File: src/rtl/fft_sdf_stage_ctrl_if.sv
// Handshake and datapath-control bundle for one radix-2 SDF FFT stage.
// Optional macro FFT_SDF_STAGE_CTRL_FRAME_CNT_EN adds the 16-bit frame_cnt signal.
interface fft_sdf_stage_ctrl_if #(
  parameter int HALF = 64,
  parameter int AW   = $clog2(HALF)
);
  logic          in_valid;
  logic          in_ready;
  logic          flush;
  logic [1:0]    mode;
  logic [AW-1:0] tw_addr;
  logic          dl_en;
  logic          out_valid;
  logic          out_first;
  logic          out_last;
  logic          busy;
`ifdef FFT_SDF_STAGE_CTRL_FRAME_CNT_EN
  logic [15:0]   frame_cnt;

  modport master (
    output in_valid, flush,
    input  in_ready, mode, tw_addr, dl_en, out_valid, out_first, out_last, busy, frame_cnt
  );

  modport slave (
    input  in_valid, flush,
    output in_ready, mode, tw_addr, dl_en, out_valid, out_first, out_last, busy, frame_cnt
  );
`else
  modport master (
    output in_valid, flush,
    input  in_ready, mode, tw_addr, dl_en, out_valid, out_first, out_last, busy
  );

  modport slave (
    input  in_valid, flush,
    output in_ready, mode, tw_addr, dl_en, out_valid, out_first, out_last, busy
  );
`endif
endinterface

File: src/rtl/fft_sdf_stage_ctrl.sv
// Sequencer for one radix-2 single-delay-feedback FFT stage.
// Tracks the frame position of every accepted sample and decodes the delay-line
// enable, datapath mode, twiddle address and output framing with zero latency.
// Optional macro FFT_SDF_STAGE_CTRL_FRAME_CNT_EN adds a 16-bit completed-frame counter.
//
// state   | meaning
// --------+-----------------------------------------------------------------
// S_IDLE  | no frame in flight; first accepted sample starts a frame
// S_FILL  | first half of a frame is loading into the delay line
// S_BFLY  | second half arrives; butterfly sums leave the stage
// S_TWID  | stored differences leave rotated while the next frame loads
// S_DRAIN | input blocked; remaining differences leave rotated, then idle
module fft_sdf_stage_ctrl #(
  parameter int HALF = 64,
  parameter int AW   = $clog2(HALF)
) (
  input  logic                 clk,
  input  logic                 rst,
  fft_sdf_stage_ctrl_if.slave  bus
);

  typedef enum logic [2:0] {
    S_IDLE  = 3'd0,
    S_FILL  = 3'd1,
    S_BFLY  = 3'd2,
    S_TWID  = 3'd3,
    S_DRAIN = 3'd4
  } state_t;

  localparam logic [AW-1:0] IDX_LAST = AW'(HALF - 1);
  localparam logic [1:0]    MODE_LOAD = 2'd0;
  localparam logic [1:0]    MODE_BFLY = 2'd1;
  localparam logic [1:0]    MODE_ROT  = 2'd2;

  state_t        state, state_nxt;
  logic [AW-1:0] idx, idx_nxt;
  logic          flush_pend, flush_pend_nxt;

  logic          in_ready;
  logic          acc;
  logic          idx_last;
  logic [1:0]    mode;
  logic [AW-1:0] tw_addr;
  logic          dl_en;
  logic          out_valid;
  logic          out_first;
  logic          out_last;

  // State, index and pending-flush registers
  always_ff @(posedge clk or posedge rst) begin
    if (rst) begin
      state      <= S_IDLE;
      idx        <= '0;
      flush_pend <= 1'b0;
    end else begin
      state      <= state_nxt;
      idx        <= idx_nxt;
      flush_pend <= flush_pend_nxt;
    end
  end

  // Sample acceptance; rst gating keeps in_valid from reaching dl_en during reset
  always_comb begin
    in_ready = (state != S_DRAIN);
    acc      = bus.in_valid & in_ready & ~rst;
    idx_last = (idx == IDX_LAST);
  end

  // Next-state and output decode from registered state plus in_valid
  always_comb begin
    state_nxt      = state;
    idx_nxt        = idx;
    flush_pend_nxt = flush_pend;
    mode           = MODE_LOAD;
    tw_addr        = '0;
    dl_en          = 1'b0;
    out_valid      = 1'b0;
    out_first      = 1'b0;
    out_last       = 1'b0;

    case (state)
      S_IDLE: begin
        dl_en = acc;
        if (acc) begin
          idx_nxt   = AW'(1);
          state_nxt = S_FILL;
        end
      end

      S_FILL: begin
        // A flush aborts the partial frame and drops any sample offered with it
        if (bus.flush) begin
          idx_nxt   = '0;
          state_nxt = S_IDLE;
        end else begin
          dl_en = acc;
          if (acc) begin
            idx_nxt = idx + AW'(1);
            if (idx_last) state_nxt = S_BFLY;
          end
        end
      end

      S_BFLY: begin
        mode      = MODE_BFLY;
        dl_en     = acc;
        out_valid = acc;
        out_first = acc & (idx == '0);
        if (bus.flush) flush_pend_nxt = 1'b1;
        if (acc) begin
          idx_nxt = idx + AW'(1);
          if (idx_last) state_nxt = (flush_pend | bus.flush) ? S_DRAIN : S_TWID;
        end
      end

      S_TWID: begin
        mode      = MODE_ROT;
        tw_addr   = idx;
        dl_en     = acc;
        out_valid = acc;
        out_last  = acc & idx_last;
        if (bus.flush) flush_pend_nxt = 1'b1;
        if (acc) begin
          idx_nxt = idx + AW'(1);
          if (idx_last) state_nxt = S_BFLY;
        end
      end

      S_DRAIN: begin
        mode      = MODE_ROT;
        tw_addr   = idx;
        dl_en     = 1'b1;
        out_valid = 1'b1;
        out_last  = idx_last;
        idx_nxt   = idx + AW'(1);
        if (idx_last) begin
          flush_pend_nxt = 1'b0;
          state_nxt      = S_IDLE;
        end
      end

      default: begin
        idx_nxt        = '0;
        flush_pend_nxt = 1'b0;
        state_nxt      = S_IDLE;
      end
    endcase
  end

  assign bus.in_ready  = in_ready;
  assign bus.mode      = mode;
  assign bus.tw_addr   = tw_addr;
  assign bus.dl_en     = dl_en;
  assign bus.out_valid = out_valid;
  assign bus.out_first = out_first;
  assign bus.out_last  = out_last;
  assign bus.busy      = (state != S_IDLE);

`ifdef FFT_SDF_STAGE_CTRL_FRAME_CNT_EN
  logic [15:0] frame_cnt;

  // Completed output frames; aborts and resets never raise out_last
  always_ff @(posedge clk or posedge rst) begin
    if (rst)           frame_cnt <= 16'd0;
    else if (out_last) frame_cnt <= frame_cnt + 16'd1;
  end

  assign bus.frame_cnt = frame_cnt;
`endif

endmodule

File: src/flat_wrapper.sv
// flat-port wrapper written by rule: the top's interface ports become plain ports
module fft_sdf_stage_ctrl_flat 
#(
  parameter int HALF = 64,
  parameter int AW   = $clog2(HALF)
)
  (clk, rst, bus_in_valid, bus_flush, bus_in_ready, bus_mode, bus_tw_addr, bus_dl_en, bus_out_valid, bus_out_first, bus_out_last, bus_busy);
  fft_sdf_stage_ctrl_if #(.HALF(HALF), .AW(AW)) bus_i ();
  input  logic clk;
  input  logic rst;
  input wire logic [$bits(bus_i.in_valid)-1:0] bus_in_valid;
  input wire logic [$bits(bus_i.flush)-1:0] bus_flush;
  output wire logic [$bits(bus_i.in_ready)-1:0] bus_in_ready;
  output wire logic [$bits(bus_i.mode)-1:0] bus_mode;
  output wire logic [$bits(bus_i.tw_addr)-1:0] bus_tw_addr;
  output wire logic [$bits(bus_i.dl_en)-1:0] bus_dl_en;
  output wire logic [$bits(bus_i.out_valid)-1:0] bus_out_valid;
  output wire logic [$bits(bus_i.out_first)-1:0] bus_out_first;
  output wire logic [$bits(bus_i.out_last)-1:0] bus_out_last;
  output wire logic [$bits(bus_i.busy)-1:0] bus_busy;
  assign bus_i.in_valid = bus_in_valid;
  assign bus_i.flush = bus_flush;
  assign bus_in_ready = bus_i.in_ready;
  assign bus_mode = bus_i.mode;
  assign bus_tw_addr = bus_i.tw_addr;
  assign bus_dl_en = bus_i.dl_en;
  assign bus_out_valid = bus_i.out_valid;
  assign bus_out_first = bus_i.out_first;
  assign bus_out_last = bus_i.out_last;
  assign bus_busy = bus_i.busy;
  fft_sdf_stage_ctrl #(.HALF(HALF), .AW(AW)) u_core (.clk(clk), .rst(rst), .bus(bus_i));
endmodule
File: config.mk
export PLATFORM = sky130hd
export DESIGN_NAME = fft_sdf_stage_ctrl_flat
export DESIGN_NICKNAME = d
export VERILOG_FILES = /design/src/rtl/fft_sdf_stage_ctrl_if.sv /design/src/rtl/fft_sdf_stage_ctrl.sv /design/src/flat_wrapper.sv
export SDC_FILE = /design/constraint.sdc
export NUM_CORES = 1
export LEC_CHECK = 0
export CAP_MARGIN = 15
export CORE_MARGIN = 5
export CORE_UTILIZATION = 55
export CTS_BUF_LIST = sky130_fd_sc_hd__clkbuf_8
export CTS_CLUSTER_DIAMETER = 80
export DETAILED_ROUTE_END_ITERATION = 8
export PLACE_DENSITY = 0.91
export SETUP_SLACK_MARGIN = 0.02
export SLEW_MARGIN = 10
export SYNTH_ARGS = -nofsm -noshare
export SYNTH_HDL_FRONTEND = slang
export SYNTH_SLANG_ARGS = --single-unit
File: constraint.sdc
create_clock -name clk -period 4.46 [get_ports clk]
set_clock_uncertainty 0.2 [all_clocks]
set_input_delay 0.669 -clock clk [delete_from_list [all_inputs] [get_ports clk]]
set_output_delay 0.669 -clock clk [all_outputs]
set_load 0.03 [all_outputs]
# [Yosys cells after proc, flatten, opt, wreduce, memory -nomap -nowiden]
# Index checks and enable logic that the tools add are counted.
[totals] ff_bits=10 word_cells=54 in_bits=4 output_inout_bits=14
[op_classes] n_addsub=1 reduce_logical=9 n_bitwise=7 mux=23 eq_ne=11
[op_table] operator="$mux 3" count=8
[op_table] operator="$mux 6" count=4
[op_table] operator="$pmux 6 s4" count=1
[op_table] operator="$pmux 3 s5" count=1
[op_table] operator="$ne 2x1->1 const B" count=5
[op_table] operator="$add 6x1->6 const B" count=1
[op_table] operator="$eq 3x2->1 const B" count=2
[op_table] operator="$eq 6x6->1 const B" count=1
[op_table] operator="$logic_not 6->1" count=1
[op_table] operator="$pmux 1 s3" count=2
[op_table] operator="$reduce_or 2->1" count=3
[op_table] operator="$and 1x1->1" count=4
[op_table] operator="$mux 1" count=4
[op_table] operator="$pmux 1 s2" count=2
[op_table] operator="$pmux 2 s2" count=1
[op_table] operator="$reduce_and 4->1" count=1
[op_table] operator="$eq 3x1->1 const B" count=1
[op_table] operator="$eq 3x3->1 const B" count=1
[op_table] operator="$logic_not 3->1" count=1
[op_table] operator="$ne 3x3->1 const B" count=1
[op_table] operator="$reduce_and 3->1" count=1
[op_table] operator="$reduce_bool 3->1" count=1
[op_table] operator="$reduce_or 3->1" count=1
[op_table] operator="$not 1->1" count=2
[op_table] operator="$or 1x1->1" count=1

# [Logic depth before layout (Yosys ltp)]
# Gate-level depths: netlist of run 1.
[logic_depth] ltp_word=6 depth_mapped=5 depth_no_buf=5

# [Least setup slack after synthesis of run 1]
# Ideal clock, no wire load.
[synth_timing] path_type="reg2out" from="reg u_core.state[0]" to="out bus_out_last" path_slack_ps=1912 stages_incl_launch_ff=6 arrival_time_ps=1679 cell_sequence="dfrtp_1 buf_4 nor2_1 a22o_2 o21ai_0 nor2_1"
[synth_between] elab_chain_len=5 word_cells_on_any_way=7 cone_classes="eq/ne (3); mux (1); bitwise (3)"
[synth_lines] element="start: declaration" line="fft_sdf_stage_ctrl.sv:35" source="state_t state, state_nxt;"
[synth_lines] element="start signal: assignment" line="fft_sdf_stage_ctrl.sv:56" source="state <= state_nxt;"
[synth_lines] element="$ne 3x3->1" line="fft_sdf_stage_ctrl.sv:64" source="in_ready = (state != S_DRAIN);"
[synth_lines] element="$and 1x1->1 (2 in series)" line="fft_sdf_stage_ctrl.sv:65" source="acc = bus.in_valid & in_ready & ~rst;"
[synth_lines] element="$and 1x1->1" line="fft_sdf_stage_ctrl.sv:121" source="out_last = acc & idx_last;"
[synth_lines] element="$pmux 1 s2 (*)" line="fft_sdf_stage_ctrl.sv:81" source="case (state)"
[synth_lines] element="end: declaration" line="flat_wrapper.sv:19" source="output wire logic [$bits(bus_i.out_last)-1:0] bus_out_last;"
# Mark *: on every way between the ends. The rest lies on a longest branch, timed or not.

# [Final worst setup path of run 1]
[layout_timing] from="in rst" to="out bus_out_first"
[layout_between] elab_chain_len=4
[layout_lines] element="start: declaration" line="flat_wrapper.sv:10" source="input logic rst;"
[layout_lines] element="$not 1->1" line="fft_sdf_stage_ctrl.sv:65"
[layout_lines] element="$and 1x1->1" line="fft_sdf_stage_ctrl.sv:65"
[layout_lines] element="$and 1x1->1" line="fft_sdf_stage_ctrl.sv:108" source="out_first = acc & (idx == '0);"
[layout_lines] element="$mux 1" line="fft_sdf_stage_ctrl.sv:81"
[layout_lines] element="end: declaration" line="flat_wrapper.sv:18" source="output wire logic [$bits(bus_i.out_first)-1:0] bus_out_first;"
# Every way passes these cells.

==> impl_results.md, run 1 <==
* Status: complete, no violations
* Layout cells sized above 1 at 0.0870
* Sw Ratio at 0.280
* Vias in the first global route at between 700 and 800
* Clock Path Buffers at 2
* TritonCTS buffer count at 3
* Detailed Place HPWL at 1460 um
* Sw power at about 77 uW
* Area grow syn2layout at 27.2%
* Clock input transition at the sequential cells of the worst setup and hold paths at approximately 0.05 ns
* Worst slew pin tran at 0.492 ns
* Top_reg_cell synth: dfrtp_1
* Static leakage at 0.422 nW
* Die area at 2280 sq um
* Post-Syn Area per Cell at 7.94 sq um
* Asr flop ratio synth at 1.00
* RSZ-0062 raised after global routing: false
* Port bufs at 17
* Row count at 13
* Power density over cell area at 277 nW/um^2
* Synth cell types at 37
* Chip Width at roughly 48 um
* Synthesized netlist cell count at roughly 100
* Req. time, crit path at 3.59 ns
* Synth warn at 0
* Post-synthesis sequential area ratio at 0.318
* Hold Fails Final Rpt at 0
* Initial Util at 0.589
* Final slew viol count at 0
* Crit path launch type: input port
* Number of synthesized flops with an enable pin at 0
* Min Tclk post-route at approximately 3.4 ns
* Most frequent cells in the layout: clkdlybuf4s50_1 (17), nor2_1 (11), dfrtp_1 (10)
* Global-route wire length before repair at between 3000 and 4000 um
* Synth area leader: dfrtp_1
* Clk_lat worst skew at approximately 0.24 ns
* Vias per Instance at 6.05
* Register Area at 250 sq um
* Largest net degree at the start of global routing at 16
* Root Buffer: clkbuf_8
* Remaining DRCs at 0
* Ant diodes at 0
* Vias at 787
* Filler cell count at between 90 and 100
* Post-Syn Nets at 105
* Flops & latches, synth at 10
* Routed wire length per instance at 14.5 um
* Die height at roughly 48 um
* Final ANT Viol Nets at 0
* GRT overflow at 0
* Internal Power at roughly 200 uW
* Initial drt markers at 22
* Logic pwr share at 0.173
* Post-CTS setup buffer count at 0
* Crit share post-route at 0.762
* Hold WS at between 0.3 and 0.4 ns
* CP Data Arrival Time at approximately 2.5 ns
* Max Freq at about 300 MHz
* Max-Cap Viols at 0
* Drt total wl at between 1500 and 2000 um
* Total clock sinks at 10
* Hold-fix buffers, CTS at 0
* Hold WC Path Type: reg -> reg
* Syn Std Cell Area at around 790 sq um
* H-tree depth at 1
* Antenna violations before repair at 0
* Seq pwr share at 0.412
* Nets@finish at about 120
* Setup_tns at 0 ns
* Design Power at between 200 and 300 uW
* Synth top area share at 0.318
* Cts repair resizes at 0
* Core area at between 1000 and 1500 sq um
* Top Ports at 18
* VDD IR-drop max at slightly below 0.2 mV
* Commonest non-fill, non-tap cell in the layout: clkdlybuf4s50_1
* Slew margin rel. at 0.663
* 1st-pass router iterations at 4
* Crit path kind: in -> out
* Area used by multi-input combinational logic at 472 sq um
* Setup-failing EPs final at 0
* Final Wtd Congestion at ~0.90
* Clock Power Share at 0.414
* Area contributors post-synth: dfrtp_1 (32%), nor2_1 (5.3%), and2_1 (4.8%), nor3_1 (3.8%), o21ai_0 (3.8%)
* CTS tree: built
* CP max FO at 8
* CP endpoint kind: output port
* Total track usage at 0.206
==> cells in the mapped netlist (all sizes together), types with 2 or more instances <==
cell and instances:
inv 9, nand2b 2, and2 6, o21ai 7, a21oi 5, nand3 2, nand2 8, ha 2
a211oi 2, a2bb2oi 2, nor3 7, nor4 2, buf 5, xnor2 2, dfrtp 10, nor2 11
nor2b 2
==> per-layer routing <==
layer / up-vias / part of all wire / track usage
li1: 381 / - / -
met1: 369 / 0.44 / 0.265
met2: 30 / 0.47 / 0.327
met3: 7 / 0.069 / 0.0451
met4: 0 / 0.018 / 0.0968
met5: - / 0 / 0
==> power groups by stage <==
stage	combinational (mW)	sequential, mW	clock [mW]
after detailed placement	0.0480	0.115	0
final	0.0479	0.114	0.115
after CTS	0.0481	0.114	0.117
after floorplan	0.0378	0.109	0
after global placement	0.0456	0.115	0
after global routing	0.0538	0.116	0.122
==> cell families after synthesis <==
group / count (synthesis) / synth area share
and+or+nand+nor: 44 / 0.299
AOI/OAI and AO/OA: 27 / 0.247
buffers and inverters: 14 / 0.0812
DFF: 10 / 0.318
xor gates and xnor gates: 2 / 0.0223
adders and majority gates: 2 / 0.0318
==> worst max-delay path, cell delays in order <==
cell	delay, ns
clkdlybuf4s50_1	0.43
and2b_1	0.37
nand2_1	0.12
and4b_1	0.27
clkdlybuf4s50_1	0.67
==> cell type report <==
class | instances | area share
flip-flops and latches | 10 | 0.250
inverters | 9 | 0.0338
clock buffers | 4 | 0.0551
multi-input cells | 75 | 0.472
well taps | 15 | 0.0188
repair buffers | 17 | 0.170
==> per-stage QoR <==
step	instance area, sq um	setup slack, ns	cells	utilization
finish	1000	1.06	130	0.750
global route	1000	0.969	130	0.750
CTS	1000	1.06	130	0.750
detailed placement	945	1.07	126	0.708
global placement	945	1.13	126	0.708
floorplan	786	1.91	99	-
==> path summary, 6_finish.rpt <==
path | startpoint | to | slack, ns | cells past startpoint
worst max-delay path | rst | bus_out_first | 1.06 | 5
worst min-delay path | u_core.flush_pend | u_core.flush_pend | 0.35 | 2
worst max register to register | u_core.idx[0] | u_core.state[0] | 2.52 | 5
worst min register to register | u_core.flush_pend | u_core.flush_pend | 0.35 | 2
max in group asynchronous | rst | u_core.flush_pend | 3.21 | 2
min in group asynchronous | rst | u_core.state[1] | 0.56 | 2
==> sequential cells by signal, summed over array words and instances, names as in the netlist <==
| signal | flops |
|---|---|
| u_core.idx | 6 |
| u_core.flush_pend | 1 |
| u_core.state | 3 |
Note: power is estimated with default switching activity, not from simulation.
==> run 2, diff against run 1 <==
--- a/config.mk
+++ b/config.mk
@@ -7,11 +7,11 @@
 export LEC_CHECK = 0
 export CAP_MARGIN = 15
 export CORE_MARGIN = 5
-export CORE_UTILIZATION = 55
+export CORE_UTILIZATION = 51
 export CTS_BUF_LIST = sky130_fd_sc_hd__clkbuf_8
 export CTS_CLUSTER_DIAMETER = 80
 export DETAILED_ROUTE_END_ITERATION = 8
-export PLACE_DENSITY = 0.91
+export PLACE_DENSITY = 0.85
 export SETUP_SLACK_MARGIN = 0.02
 export SLEW_MARGIN = 10
 export SYNTH_ARGS = -nofsm -noshare
==> constraint.sdc (replaced) <==
create_clock -name clk -period 3.35 [get_ports clk]
set_clock_uncertainty 0.2 [all_clocks]
set_input_delay 0.5025 -clock clk [delete_from_list [all_inputs] [get_ports clk]]
set_output_delay 0.5025 -clock clk [all_outputs]
set_load 0.03 [all_outputs]
==> run 2 against run 1 <==
Cell count grew 0.77%. Sequential power grew 33%. Die area grew 6.2%. First-iteration DRC count grew 9.1%. Clock power grew 9.6%. Critical path type unchanged. Largest cell class unchanged. Highest routed layer unchanged.
==> impl_results.md, run 2 (synthesized netlist as in run 1, its figures left out) <==
* Hold Fails Final Rpt at 0 (unchanged)
* Largest register FFs at 6 (unchanged)
* Worst slew pin tran at 0.478 ns (-0.0146 ns)
* Area grow syn2layout at 26.6%
* Remaining DRCs at 0 (unchanged)
* Largest net degree at the start of global routing at 16 (unchanged)
* Commonest non-fill, non-tap cell in the layout: clkdlybuf4s50_1
* Antenna violations before repair at 0 (unchanged)
* Root Buffer: clkbuf_8
* Worst r2r dst: u_core.state[1]
* Ant diodes at 0 (unchanged)
* Routed wire length per instance at 14.7 um (+1.3%)
* Global-route wire length before repair at 3390 um (+4.9%)
* Final Wtd Congestion at 0.915 (+1.7%)
* Req. time, crit path at 2.65 ns (-0.94 ns)
* Min Tclk post-route at 3.05 ns
* WHS Endpoint: u_core.flush_pend
* TritonCTS buffer count at 3 (unchanged)
* Row count at 14 (+1)
* Static leakage at 0.419 nW (-0.63%)
* Core area at 1490 sq um (+12%)
* Detailed Place HPWL at 1450 um (-0.97%)
* Worst Min Path Start: u_core.flush_pend
* GRT overflow at 0 (unchanged)
* RSZ-0062 raised after global routing: false
* CP Data Arrival Time at 2.34 ns (-0.19 ns)
* CP max FO at 8 (unchanged)
* Status: complete, no violations
* Initial drt markers at 24 (+9.1%)
* Max-Cap Viols at 0 (unchanged)
* CP endpoint kind: output port
* Total track usage at 0.173 (-0.0333)
* Layout cells sized above 1 at 0.0870 (unchanged)
* R2R Setup Slk at 1.43 ns (-1.09 ns)
* Max Freq at roughly 330 MHz
* CTS tree: built
* Nets@finish at 123 (+0.82%)
* Biggest register: u_core.idx
* Final slew viol count at 0 (unchanged)
* Vias at 780 (-0.89%)
* Hold-fix buffers, CTS at 0 (unchanged)
* Clock Path Buffers at 2 (unchanged)
* Setup_tns at 0 ns (unchanged)
* Port bufs at 17 (unchanged)
* Top Ports at 18 (unchanged)
* Design Power at 344 uW (+24%)
* Reg2Reg Depth at 5 (unchanged)
* Vias per Instance at 5.95 (-1.6%)
* Chip Width at 49.3 um (+3.0%)
* Hold path cells at 2 (unchanged)
* Post-CTS setup buffer count at 0 (unchanged)
* Most frequent cells in the layout: clkdlybuf4s50_1 (17), nor2_1 (11), dfrtp_1 (10)
* Cts repair resizes at 0 (unchanged)
* Vias in the first global route at 749 (+1.4%)
* Total clock sinks at 10 (unchanged)
* RR Startpoint: u_core.idx[0]
* 1st-pass router iterations at 4 (unchanged)
* Crit share post-route at 0.909
* Clk_lat worst skew at 0.24 ns (about the same)
* Die height at 49.3 um (+3.0%)
* Setup-failing EPs final at 0 (unchanged)
* Slew margin rel. at 0.681 (+0.0182)
* Crit path launch type: input port
* Largest registers: u_core.idx (6), u_core.state (3), u_core.flush_pend (1)
* Die area at 2430 sq um (+6.2%)
* H-tree depth at 1 (unchanged)
* Final ANT Viol Nets at 0 (unchanged)
* VDD IR-drop max at 0.271 mV (+40%)
* Initial Util at 0.528 (-0.0614)
* Drt total wl at 1930 um (+2.1%)
* Clock input transition at the sequential cells of the worst setup and hold paths at 0.05 ns (about the same)
* Power density over cell area at 346 nW/um^2 (+25%)
* Crit path kind: in -> out
* Hold WC Path Type: reg -> reg
## run 2: changes by cell type in the layout (fill, tap and decap cells not counted)
cell / previous run / this run
buf_4: 0 / 1
clkbuf_8: 4 / 3
## run 2: how the worst max path moves through the flow
stage	from	to	slack, ns	cells after the start
finish	rst	bus_out_first	0.30	5
global route	u_core.state[2]	bus_out_last	0.19	5
CTS	rst	bus_out_first	0.31	5
detailed placement	rst	bus_out_first	0.32	5
global placement	rst	bus_out_first	0.36	5
floorplan	u_core.state[0]	bus_out_last	0.97	5
## run 2: metal layers
metal  vias to the layer above  track usage  wire length, um
met3                         4       0.0336               94
met1                       372        0.224              867
met4                         0       0.0538               23
li1                        383            -                -
met2                        21        0.285              941
met5                         -            0                0
## run 2: metrics by stage
| step | worst slack [ns] | hold WS, ns | std cells | utilization | cell area (sq um) |
|---|---|---|---|---|---|
| after floorplan | 0.968 | 0.143 | 99 | - | 786 |
| after global placement | 0.360 | 0.317 | 128 | 0.640 | 953 |
| after detailed placement | 0.315 | 0.339 | 128 | 0.640 | 953 |
| after CTS | 0.312 | 0.350 | 131 | 0.668 | 995 |
| after global routing | 0.194 | 0.399 | 131 | 0.668 | 995 |
| final | 0.305 | 0.354 | 131 | 0.668 | 995 |
## run 2: critical path, cell delays in order
cell and delay, ns:
clkdlybuf4s50_1 0.43, and2b_1 0.36, nand2_1 0.12, and4b_1 0.26, clkdlybuf4s50_1 0.66
## run 2: where the power goes
part           total (mW)  internal [mW]  switching, mW
Sequential          0.152          0.133         0.0195
Clock               0.126         0.0787         0.0474
Combinational      0.0659         0.0309         0.0349
Total               0.344          0.242          0.102
## run 2: area by class of cell
cell class	count	area, sq um
clock buffers	3	41.3
fillers	126	494
inverters	9	33.8
multi-input cells	75	472
flip-flops and latches	10	250
well taps	16	20.0
repair buffers	18	178
